[src/rtl/mem_port_arbiter.sv]
// Round-robin arbiter and sequencer for the shared memory port: one transaction
// at a time, with a timeout abort when memory never signals ready.
module mem_port_arbiter #(
    parameter int WIDTH   = 32,
    parameter int TIMEOUT = 16
) (
    input  logic             clk,
    input  logic             rst,
    input  logic             req0,
    input  logic             req1,
    input  logic [WIDTH-1:0] addr0,
    input  logic [WIDTH-1:0] addr1,
    input  logic [WIDTH-1:0] wdata0,
    input  logic [WIDTH-1:0] wdata1,
    input  logic             we0,
    input  logic             we1,
    output logic             gnt0,
    output logic             gnt1,
    output logic             sel,
    output logic             mem_en,
    output logic             mem_we,
    output logic [WIDTH-1:0] mem_addr,
    output logic [WIDTH-1:0] mem_wdata,
    input  logic [WIDTH-1:0] mem_rdata,
    input  logic             mem_ready,
    output logic             done0,
    output logic             done1,
    output logic [WIDTH-1:0] rdata,
    output logic             err
);

    localparam int CW = (TIMEOUT > 1) ? $clog2(TIMEOUT) : 1;

    typedef enum logic [1:0] {IDLE, BUSY, DONE} state_t;

    state_t        state, state_nxt;
    logic [CW-1:0] cnt, cnt_nxt;
    logic          sel_nxt;
    logic          last_grant;
    logic          grant;
    logic          timed_out;

    // Next-state decode; sel_nxt names the owner of the upcoming BUSY/DONE cycles.
    always_comb begin
        state_nxt = state;
        cnt_nxt   = cnt;
        sel_nxt   = sel;
        grant     = 1'b0;
        timed_out = 1'b0;
        case (state)
            IDLE: begin
                if (req0 || req1) begin
                    grant     = 1'b1;
                    sel_nxt   = (req0 && req1) ? ~last_grant : req1;
                    cnt_nxt   = '0;
                    state_nxt = BUSY;
                end
            end
            BUSY: begin
                if (mem_ready) begin
                    state_nxt = DONE;
                end else if (cnt == CW'(TIMEOUT - 1)) begin
                    timed_out = 1'b1;
                    state_nxt = DONE;
                end else begin
                    cnt_nxt = cnt + 1'b1;
                end
            end
            DONE:    state_nxt = IDLE;
            default: state_nxt = IDLE;
        endcase
    end

    // All outputs are flops fed from the next-state decode, so nothing on the
    // output side depends combinationally on an input.
    always_ff @(posedge clk or posedge rst) begin
        if (rst) begin
            state      <= IDLE;
            cnt        <= '0;
            last_grant <= 1'b1;
            sel        <= 1'b0;
            gnt0       <= 1'b0;
            gnt1       <= 1'b0;
            mem_en     <= 1'b0;
            mem_we     <= 1'b0;
            mem_addr   <= '0;
            mem_wdata  <= '0;
            done0      <= 1'b0;
            done1      <= 1'b0;
            rdata      <= '0;
            err        <= 1'b0;
        end else begin
            state  <= state_nxt;
            cnt    <= cnt_nxt;
            sel    <= sel_nxt;
            gnt0   <= (state_nxt != IDLE) && !sel_nxt;
            gnt1   <= (state_nxt != IDLE) &&  sel_nxt;
            mem_en <= (state_nxt == BUSY);
            done0  <= (state_nxt == DONE) && !sel_nxt;
            done1  <= (state_nxt == DONE) &&  sel_nxt;
            err    <= timed_out;
            if (grant) begin
                mem_addr  <= sel_nxt ? addr1  : addr0;
                mem_wdata <= sel_nxt ? wdata1 : wdata0;
                mem_we    <= sel_nxt ? we1    : we0;
            end
            if (state == BUSY && mem_ready) begin
                rdata <= mem_rdata;
            end
            // Fairness memory moves only when a transaction actually completes.
            if (state == BUSY && state_nxt == DONE) begin
                last_grant <= sel;
            end
        end
    end

endmodule

[config.mk]
export PLATFORM = sky130hd
export DESIGN_NAME = mem_port_arbiter
export DESIGN_NICKNAME = d
export VERILOG_FILES = /design/src/rtl/mem_port_arbiter.sv
export SDC_FILE = /design/constraint.sdc
export NUM_CORES = 1
export LEC_CHECK = 0
export ABC_AREA = 1
export ABC_CLOCK_PERIOD_IN_PS = 8200
export BUFFER_PORTS_ARGS = -buffer_cell sky130_fd_sc_hd__buf_2
export CAP_MARGIN = 20
export CORE_ASPECT_RATIO = 0.6
export CORE_UTILIZATION = 50
export DETAILED_ROUTE_END_ITERATION = 8
export GPL_TIMING_DRIVEN = 0
export PLACE_DENSITY = 0.86
export SLEW_MARGIN = 10
export SYNTH_ARGS = -nofsm -noshare
export SYNTH_HDL_FRONTEND = slang
export SYNTH_SLANG_ARGS = --single-unit
[constraint.sdc]
create_clock -name clk -period 8.2 [get_ports clk]
set_clock_uncertainty 0.15 [all_clocks]
set_input_delay 1.23 -clock clk [delete_from_list [all_inputs] [get_ports clk]]
set_output_delay 1.23 -clock clk [all_outputs]
set_load 0.03 [all_outputs]
# --- Word-level counts from Yosys, hierarchy flattened ---
# Index checks and enable logic that the tools add are counted.
totals:
  register_bits: 111
  out_inout_bits: 104
  wordCells: 55
op_classes:
  reduce_logical: 13
  n_addsub: 1
  muxes: 19
  eq_ne: 7
  bitwise_logic: 1
op_table:
  columns: ["cell", "n"]
  rows:
  - ["two-way mux 32 bit", 2]
  - ["two-way mux 4 bit", 3]
  - ["two-way mux 1 bit", 9]
  - ["case mux 4 bit (2 select lines)", 1]
  - ["logical AND 1 bit", 7]
  - ["two-way mux 2 bit", 3]
  - ["inequality test 2 bit (second input constant)", 3]
  - ["adder 4 x 1 -> 4 bit (second input constant)", 1]
  - ["== test 2 x 1 -> 1 bit (second input constant)", 2]
  - ["== test 4 bit (second input constant)", 1]
  - ["case mux 2 bit (2 select lines)", 1]
  - ["AND reduction 4 bit", 1]
  - ["nonzero test 2 bit", 2]
  - ["== test 2 bit (second input constant)", 1]
  - ["logical NOT 2 bit", 1]
  - ["logical NOT 1 bit", 1]
  - ["logical OR 1 bit", 1]
  - ["inverter 1 bit", 1]

# --- Longest topological paths before layout ---
# Gate-level depths: netlist of the first run.
depth:
  ltp_word: 6
  ltp_mapped: 9
  depth_no_buf: 8

# --- Worst setup path before layout of the first run ---
# OpenSTA, ideal clock, no wires.
synth_timing:
  path_kind: "input -> register"
  start: "input port req0"
  end: "register mem_addr[0]"
  t_arrival_ns: 1.908
  slack_ns: 6.077
  cell_stages: 6
  required_time_ns: 7.985
  cell_sequence: "o21ai_2 > buf_4 > buf_6 > buf_2 > nand2_1 > nand2_1"
synth_between:
  elab_chain_len: 5
synth_lines:
  columns: ["item", "line", "text"]
  rows:
  - ["start: declaration", "9", "input logic req0,"]
  - ["logical AND 1 bit", "54", "sel_nxt = (req0 && req1) ? ~last_grant : req1;"]
  - ["two-way mux 1 bit", "54", null]
  - ["two-way mux 1 bit", "52", "if (req0 || req1) begin"]
  - ["two-way mux 1 bit", "50", "case (state)"]
  - ["two-way mux 32 bit", "103", "mem_addr <= sel_nxt ? addr1 : addr0;"]
  - ["end signal: assignment", "103", null]
  - ["end: declaration", "22", "output logic [WIDTH-1:0] mem_addr,"]
# Parallel ways exist; a longest one is shown, timed or not.
# A chain may end at the register's enable or synchronous reset.

# --- Worst setup path in the final report of the first run ---
layout_timing:
  start: "register mem_wdata[11]"
  end: "output port mem_wdata[11]"
layout_lines:
  columns: ["item", "line", "text"]
  rows:
  - ["start: declaration", "23", "output logic [WIDTH-1:0] mem_wdata,"]
  - ["start signal: assignment", "104", "mem_wdata <= sel_nxt ? wdata1 : wdata0;"]
# No word-level cell between the ends.

==> flow_summary_export.csv, run 1 <==
group,metric,value,unit
cts,numCtsBuffers,9,
hold_path,min_from,"sel",
critical_path,required,6.82,ns
critical_path,crit_path_end_kind,"output port",
yosys,yosysSeqAreaShare,0.512,
timing,rsz0062_at_grt,"no",
global_routing,grt_pass1_wl,23.4,mm
hold_path,min_path_cells,1,
critical_path,rr_worst_depth,8,
cts,cts_tree,"done",
timing,slew_viol_final,0,
detailed_routing,avgViaCountPerCell,4.69,
detailed_routing,drtIter0Drc,237,
cts,clock-sinks,111,
detailed_routing,postRouteAntennaNets,0,
timing,worstMarginPinSlew,0.520,ns
global_routing,grt_pass1_vias,4969,
cts,cts-root-buf,"clkbuf_16",
die,io_pins,271,
critical_path,critPathMaxStageDelay,0.37,ns
cts,clockBufferDepth,2,
placed_design,place_ws,5.68,ns
critical_path,crit_path_max_fanout,2,
global_routing,grt_start_max_net_pins,70,
critical_path,worstPathArrival,0.95,ns
critical_path,critical_path_class,"register to output port",
detailed_routing,num_vias,5544,
placed_design,post-dp-hpwl,11.6,mm
yosys,synth_area,5430,µm²
die,design.core.area,10600,µm²
global_routing,overflow,0,
finish,finalNonFillerCells,1183,
die,rows,29,
cts,holdBufCountCts,0,
yosys,yosys-top-cells-area,"dfrtp_1 (51%), nand2_1 (21%), nor2_1 (9.5%)",
yosys,ys_types,19,
timing,fmax,429,MHz
timing,finalCritPeriodShare,0.284,
cts,clk_latency,0.34,ns
yosys,synth_top_area_frac,0.507,
critical_path,start_kind,"register",
die,initial_core_util,0.514,
critical_path,path_cells,"buf_2",
cts,cts_setup_buffers,0,
global_routing,grt.total_usage,0.270,
detailed_routing,drc,0,
detailed_routing,wirelength,15.4,mm
placed_design,place.gp.congestion,0.910,
cts,h-tree-depth,3,
critical_path,timing.rr.end,"mem_wdata[30]",
critical_path,r2r_slack,6.54,ns
yosys,yosysTopAreaCell,"dfrtp_1",
placed_design,place_inst,1167,
timing,fin_crit,2.33,ns
timing,setup_viol,0,
timing,tns,0,ns
finish,drive_gt1_frac,0.318,
yosys,synth-main-ff-cell,"dfrtp_1",
cts,cts.clk_slew.worst_paths,0.08,ns
yosys,synth_fp_nets,925,
critical_path,slowest_stage,"dfrtp_1",
cts,cts_resized,0,
timing,finalHoldViolCount,0,
yosys,synth.most_common_cell,"nand2_1",
critical_path,worst-path-buf-inv,1,
yosys,synth_seq_cells,111,
outcome,status,"finished, final reports clean",
yosys,syn_inst,757,
die,die_x,137,µm
yosys,synth_edf_count,0,
finish,antennaDiodeCount,0,
die,dieHeight,82.7,µm
critical_path,path_delay_family,"flip-flops",
global_routing,antenna_found_initial,0,
die,die_area,11300,µm²
yosys,synthArstFlopShare,1.00,
yosys,avgSynthCellArea,7.17,µm²
critical_path,reg2reg_from,"state[1]",
pwr,peakVddDrop,271,µV
hold_path,hp-class,"register to register",
timing,postLayoutSetupSlackWorst,5.87,ns
timing,slew_headroom,0.654,
pwr,p_leak,4.54,nW
finish,fin_nets,1207,
critical_path,worst-path-stages,1,
yosys,ys_warn_count,0,
detailed_routing,dr.pass1.iters,5,
hold_path,whs_endpoint,"done0",
pwr,p_per_area,428,nW/µm²
yosys,synth_common_cells,"nand2_1 (306), nor2_1 (137), dfrtp_1 (110)",
placed_design,port_buffers,270,
finish,syn2layout_area_growth,34.4,%
job,drv_cap,0,
detailed_routing,wl_per_cell,13.0,µm
[worst max-delay path by stage]
stage	start	to	slack [ns]
2_1_floorplan	rst	cnt[0]	3.89
4_1_cts	mem_wdata[11]	mem_wdata[11]	5.86
3_5_place_dp	req0	mem_wdata[13]	5.68
5_1_grt	mem_wdata[11]	mem_wdata[11]	5.84
6_report	mem_wdata[11]	mem_wdata[11]	5.87
3_3_place_gp	rst	mem_addr[14]	2.61
[cells by family (layout without fill, tap and decap cells)]
kind of cell / after synthesis / count (layout) / share of synthesized area
XOR/XNOR: 1 / 1 / 0.00161
AND/OR/NAND/NOR: 520 / 520 / 0.380
adder cells (fa/ha/maj): 1 / 1 / 0.00230
buffers and inverters: 120 / 407 / 0.0998
flip-flops: 111 / 111 / 0.512
AO/OA/AOI/OAI: 4 / 4 / 0.00438
[state kept, by name, indices dropped and copies added (netlist names)]
register,flops
state,2
gnt0,1
last_grant,1
err,1
done1,1
cnt,4
mem_addr,32
gnt1,1
mem_we,1
mem_en,1
rdata,32
mem_wdata,32
sel,1
done0,1
[where the power goes]
group,switching [mW],internal [mW]
sequential,0.145,0.815
combinational,1.20,0.507
clock,0.212,0.244
[cells in the final DEF (no fill, tap or decap), types with 2 or more instances in the layout]
cell type,instances
clkbuf_1,6
inv_6,3
o21ai_0,3
nand2_1,306
inv_2,3
buf_2,295
nor2_1,137
clkbuf_16,9
inv_1,74
nand3_1,73
dfrtp_1,110
buf_6,5
buf_4,6
inv_8,2
[per-layer routing]
metal	up-vias	global-route usage	share of wire
li1	2821	-	-
met1	2498	0.369	0.45
met2	213	0.447	0.47
met3	12	0.0580	0.075
met4	0	0.0567	0.0083
met5	-	0	0
[area by class of cell]
type	instances	area, µm²
clock buffers	9	225
fillers	941	3260
repair buffers	271	1380
inverters	78	298
well taps	139	174
plain buffers	42	249
multi-input cells	526	2110
clock inverters	7	86.3
flip-flops and latches	111	2780
[through the flow]
stage          total power, mW  cell area (µm²)  utilization  hold WS [ns]
2_1_floorplan             2.15             5430            -         0.336
3_3_place_gp              2.63             6950        0.658         0.307
4_1_cts                   3.14             7300        0.691         0.330
5_1_grt                   3.36             7300        0.691         0.343
3_5_place_dp              2.67             6990        0.662         0.309
6_report                  3.12             7300        0.691         0.327
(Power assumes the default switching activity.)
==> run 2, diff against run 1 <==
ABC_AREA = 0   (was 1)
ABC_CLOCK_PERIOD_IN_PS = 2300   (was 8200)
CORE_UTILIZATION = 45   (was 50)
PLACE_DENSITY = 0.8   (was 0.86)
clock period = 2.3 ns   (was 8.2 ns; I/O delays follow)
==> run 2 against run 1 <==
Net effect: die area is 5.2% higher; critical path depth up 5; via count fell by 13%; utilization is 4.1 points lower; design area down 3.3%; final cell count shrank 28%; largest cell class unchanged.
==> flow_summary_export.csv, run 2 <==
group,metric,value,unit
critical_path,crit_path_max_fanout,10,
die,rows,29,
finish,antennaDiodeCount,0,
pwr,finalPower,10.8,mW
yosys,yosysSeqAreaShare,0.540,
placed_design,dpl_cell_area,6740,µm²
finish,design_area,7060,µm²
finish,layout_commonest_cell,"buf_2",
critical_path,rr_worst_depth,6,
global_routing,grt_pass1_vias,4907,
placed_design,place_ws,-0.263,ns
die,initial_core_util,0.474,
cts,h-tree-depth,3,
hold_path,whs_endpoint,"rdata[2]",
pwr,p_int,5.85,mW
pwr,clkPwrFrac,0.146,
pwr,peakVddDrop,915,µV
finish,nFillCells,890,
yosys,synth_edf_count,0,
detailed_routing,num_vias,4823,
yosys,synth_seq_cells,111,
pwr,p_sw,4.98,mW
placed_design,place_inst,839,
yosys,yosys-top-cells-area,"dfrtp_1 (54%), a221o_1 (13%), nor3b_1 (9.9%)",
yosys,synth-main-ff-cell,"dfrtp_1",
global_routing,grt.total_usage,0.273,
hold_path,hp-class,"input port to register",
pwr,p_leak,3.57,nW
cts,cts_setup_buffers,0,
global_routing,grt_start_max_net_pins,39,
cts,clockBufferDepth,2,
critical_path,worstPathArrival,2.24,ns
cts,cts-root-buf,"clkbuf_16",
detailed_routing,wirelength,15.9,mm
hold_path,min_path_cells,2,
die,design.core.area,10800,µm²
pwr,switching_share,0.460,
timing,worstMarginPinSlew,0.582,ns
timing,holdWs,0.0761,ns
critical_path,r2r_slack,0.13,ns
timing,slew_viol_final,0,
finish,syn2layout_area_growth,37.1,%
detailed_routing,dr.pass1.iters,5,
timing,tns,0,ns
cts,cts_tree,"done",
timing,postLayoutSetupSlackWorst,0.129,ns
pwr,power_frac_seq,0.320,
timing,finalHoldViolCount,0,
critical_path,critical_path_class,"register to register",
global_routing,overflow,0,
timing,slew_headroom,0.611,
detailed_routing,wl_per_cell,18.6,µm
critical_path,timing.rr.end,"mem_addr[11]",
yosys,synth.most_common_cell,"dfrtp_1",
placed_design,place.gp.congestion,0.854,
detailed_routing,drtIter0Drc,265,
cts,cts.clk_slew.worst_paths,0.08,ns
yosys,synth_common_cells,"dfrtp_1 (110), nor3b_1 (68), a221o_1 (65), and3_1 (65), clkbuf_1 (40)",
critical_path,start_kind,"register",
finish,fin_nets,880,
detailed_routing,drc,0,
hold_path,min_from,"mem_rdata[2]",
timing,fmax,461,MHz
timing,setup_viol,0,
die,die_x,140,µm
die,io_pins,271,
yosys,avgSynthCellArea,12.0,µm²
detailed_routing,postRouteAntennaNets,0,
outcome,status,"finished, final reports clean",
yosys,ys_types,29,
timing,finalCritPeriodShare,0.944,
placed_design,port_buffers,270,
yosys,synth_top_area_frac,0.535,
timing,fin_crit,2.17,ns
critical_path,crit_path_end_kind,"register",
yosys,syn_inst,427,
critical_path,required,2.37,ns
cts,clock-sinks,111,
yosys,synthArstFlopShare,1.00,
cts,numCtsBuffers,9,
finish,multiInputGateArea,2140,µm²
finish,reg_top3,"mem_addr (32), mem_wdata (32), rdata (32)",
placed_design,post-dp-hpwl,12.2,mm
finish,final_util,0.650,
yosys,synth_area,5140,µm²
finish,drive_gt1_frac,0.465,
cts,clk_latency,0.34,ns
pwr,power_frac_comb,0.535,
global_routing,grt_pass1_wl,25.4,mm
pwr,p_per_area,1530,nW/µm²
yosys,yosysTopAreaCell,"dfrtp_1",
job,drv_cap,0,
finish,seq_area,2780,µm²
yosys,synth_fp_nets,595,
die,die_area,11900,µm²
die,dieHeight,84.8,µm
critical_path,reg2reg_from,"state[1]",
timing,rsz0062_at_grt,"no",
finish,finalNonFillerCells,855,
finish,layout_common_cells,"buf_2 (271), dfrtp_1 (110), nor3b_1 (67)",
global_routing,antenna_found_initial,0,
yosys,ys_warn_count,0,
detailed_routing,avgViaCountPerCell,5.64,
[run 2: cell count changes after synthesis, sizes merged, moves of 68 or more]
cell and delta:
nand2 -303, nor3b +68, inv -74, nand3 -71, nor2 -136
[run 2: worst max-delay path by stage]
stage | startpoint | endpoint | slack [ns] | cells after the start
floorplan | state[1] | mem_wdata[10] | 0.36 | 7
global placement | req0 | mem_addr[29] | -0.24 | 6
detailed placement | req0 | mem_addr[29] | -0.26 | 6
CTS | state[1] | mem_wdata[4] | 0.03 | 5
global route | state[1] | mem_addr[29] | 0.01 | 6
finish | state[1] | mem_addr[11] | 0.13 | 6
[run 2: metal layers]
layer  vias up  share of wire  global-route usage
met1      2378           0.44               0.359
met2       222           0.48               0.462
li1       2207              -                   -
met3        16          0.071              0.0626
met4         0          0.010              0.0649
met5         -              0                   0
[run 2: cell type report]
cell class	count	share of cell area
Sequential cell	111	0.394
Multi-Input combinational cell	264	0.304
Clock inverter	6	0.00993
Clock buffer	9	0.0319
Inverter	4	0.00266
Timing Repair Buffer	274	0.203
Buffer	48	0.0305
Tap cell	139	0.0246
[run 2: power by group through the flow]
stage	sequential (mW)	clock [mW]	combinational [mW]
floorplan	5.27	0	2.17
finish	3.46	1.58	5.79
detailed placement	3.47	0	5.79
CTS	3.44	1.61	5.80
global placement	3.42	0	5.65
global route	3.58	1.68	6.15
[run 2: what timing repair did]
action	CTS	global route
hold endpoints to repair	17	0
setup endpoints to repair	1	50
gates resized for setup	1	5
hold buffers	1	0
[run 2: cell families after synthesis]
family | share of synthesized area
flops | 0.540
compound gates | 0.142
mux | 0.0761
fa+ha+maj | 0.00243
simple gates | 0.196
buf+inv | 0.0440
[run 2: critical path: stages (launching register included)]
cell and delay, ns:
dfrtp_1 0.43, or2_1 0.23, buf_2 0.17, or2_1 0.23, clkbuf_1 0.14, clkbuf_1 0.27, a221o_1 0.43
==> run 3, diff against run 2 <==
CORE_ASPECT_RATIO = default   (was 0.6)
==> run 3 against run 2 <==
Net effect: register-to-register slack is essentially flat; flip-flop and latch count unchanged; first-iteration DRC count grew 8.7%; utilization down 0.95 points; die area fell by 0.12%; worst setup slack got worse by 0.0059 ns; routed wire length fell by 4.0%; worst hold slack improved by 0.0097 ns; design area decreased by 0.25%; clock power is 8% lower; sequential power hardly changed; critical path type unchanged.
==> flow_summary_export.csv, run 3 (synthesis gave the netlist of run 2 again) <==
group,metric,value,unit
critical_path,slowest_stage,"a221o_1",
global_routing,grt_pass1_vias,4779,
pwr,clkPwrFrac,0.136,
cts,clk_latency,0.34,ns
critical_path,crit_path_end_kind,"register",
timing,fin_crit,2.18,ns
placed_design,port_buffers,270,
pwr,p_leak,3.57,nW
detailed_routing,drtIter0Drc,288,
global_routing,grt_start_max_net_pins,32,
timing,slew_viol_final,0,
die,die_area,11900,µm²
finish,syn2layout_area_growth,36.8,%
timing,fmax,459,MHz
global_routing,grt_pass1_wl,23.4,mm
placed_design,post-dp-hpwl,11.6,mm
finish,finalNonFillerCells,857,
timing,worstMarginPinSlew,0.676,ns
global_routing,overflow,0,
critical_path,path_delay_family,"buffers and inverters",
die,dieHeight,109,µm
timing,setup_viol,0,
outcome,status,"finished, final reports clean",
cts,h-tree-depth,3,
detailed_routing,drc,0,
detailed_routing,wl_per_cell,17.8,µm
timing,holdWs,0.0858,ns
cts,cts.clk_slew.worst_paths,0.07,ns
pwr,power_frac_comb,0.540,
timing,slew_headroom,0.548,
timing,finalCritPeriodShare,0.946,
cts,numCtsBuffers,9,
pwr,p_int,5.77,mW
pwr,peakVddDrop,677,µV
detailed_routing,dr.pass1.iters,4,
die,io_pins,271,
finish,antennaDiodeCount,0,
detailed_routing,wirelength,15.3,mm
critical_path,worstPathArrival,2.25,ns
global_routing,grt-busiest-layer,"met2",
critical_path,worst-path-buf-inv,3,
finish,nFillCells,903,
detailed_routing,avgViaCountPerCell,5.61,
die,die_x,109,µm
critical_path,required,2.37,ns
pwr,p_sw,4.90,mW
cts,clock-sinks,111,
die,rows,38,
detailed_routing,postRouteAntennaNets,0,
cts,clockBufferDepth,2,
global_routing,met1_usage,0.328,
timing,finalHoldViolCount,0,
cts,cts_setup_buffers,0,
critical_path,critPathMaxStageDelay,0.43,ns
critical_path,start_kind,"register",
hold_path,hp-class,"input port to register",
die,initial_core_util,0.468,
cts,cts-root-buf,"clkbuf_16",
cts,cts_tree,"done",
global_routing,grt_use_met2,0.441,
finish,reg_top3,"mem_addr (32), mem_wdata (32), rdata (32)",
pwr,power_frac_seq,0.324,
detailed_routing,num_vias,4809,
job,drv_cap,0,
critical_path,critical_path_class,"register to register",
placed_design,place.gp.congestion,0.776,
finish,final_util,0.641,
global_routing,grt.total_usage,0.257,
timing,postLayoutSetupSlackWorst,0.123,ns
placed_design,place_ws,-0.315,ns
pwr,p_per_area,1520,nW/µm²
timing,rsz0062_at_grt,"no",
die,design.core.area,11000,µm²
finish,layout_common_cells,"buf_2 (271), dfrtp_1 (110), nor3b_1 (67)",
global_routing,use_met3,0.0412,
finish,fin_nets,880,
pwr,switching_share,0.459,
placed_design,place_inst,840,
finish,layout_commonest_cell,"buf_2",
global_routing,antenna_found_initial,0,
critical_path,crit_path_max_fanout,10,
finish,drive_gt1_frac,0.463,
critical_path,path_cells,"or2_1 -> buf_2 -> or2_1 -> clkbuf_1 -> clkbuf_1 -> a221o_1",
==> run 3: cell types whose count changed in the layout (fill, tap and decap cells not counted) <==
cell / previous run / this run
clkinv_4: 0 / 1
clkbuf_1: 37 / 39
clkinvlp_4: 3 / 2
clkbuf_8: 0 / 1
bufinv_16: 1 / 0
inv_8: 1 / 0
==> run 3: metal layers <==
metal / share of wire / routed length, µm
met5: 0 / 0
met4: 0.019 / 284
met3: 0.061 / 928
met2: 0.50 / 7710
met1: 0.42 / 6340
==> run 3: power groups by stage <==
stage	Sequential, mW	Combinational [mW]	Clock [mW]
2_1_floorplan	5.27	2.17	0
3_3_place_gp	3.43	5.62	0
3_5_place_dp	3.46	5.78	0
4_1_cts	3.45	5.79	1.47
5_1_grt	3.56	6.13	1.55
6_report	3.46	5.76	1.45
==> run 3: worst register-to-register path: cells and delay by family, from the launching register on <==
family / cells / cell delay, ns
AOI/OAI and AO/OA: 1 / 0.44
buffers and inverters: 3 / 0.59
DFF: 1 / 0.42
and+or+nand+nor: 2 / 0.46
==> run 3: timing repair <==
item / 4_1_cts / 5_1_grt
cloned: 0 / 0
endpoints found under the setup margin: 1 / 34
hold endpoints to repair: 30 / 0
hold buffers: 1 / 0
resized for setup: 1 / 5
==> run 3: path summary, 6_finish.rpt <==
check                             start           end  slack, ns  cells after the start
max                            state[1]  mem_addr[18]       0.12                      6
min in group asynchronous           rst     rdata[21]       0.52                      3
max in group asynchronous           rst    last_grant       0.61                      5
min reg2reg                    rdata[2]      rdata[2]       0.35                      1
min                        mem_rdata[2]      rdata[2]       0.09                      2
max reg2reg                    state[1]  mem_addr[18]       0.12                      6
==> run 3: layout make-up <==
cell class | instances | area [µm²] | share of cell area
clock inverters | 4 | 30.0 | 0.00427
well taps | 140 | 175 | 0.0249
repair buffers | 274 | 1430 | 0.203
clock buffers | 12 | 246 | 0.0350
inverters | 4 | 18.8 | 0.00267
multi-input cells | 264 | 2140 | 0.305
plain buffers | 48 | 215 | 0.0306
flip-flops and latches | 111 | 2780 | 0.395
==> run 3: per-stage QoR <==
step           total power, mW  cell area [µm²]  setup TNS [ns]
4_1_cts                   10.7             7030               0
5_1_grt                   11.2             7040               0
2_1_floorplan             7.44             5150               0
3_5_place_dp              9.24             6740           -2.37
6_report                  10.7             7040               0
3_3_place_gp              9.05             6680          -20.93
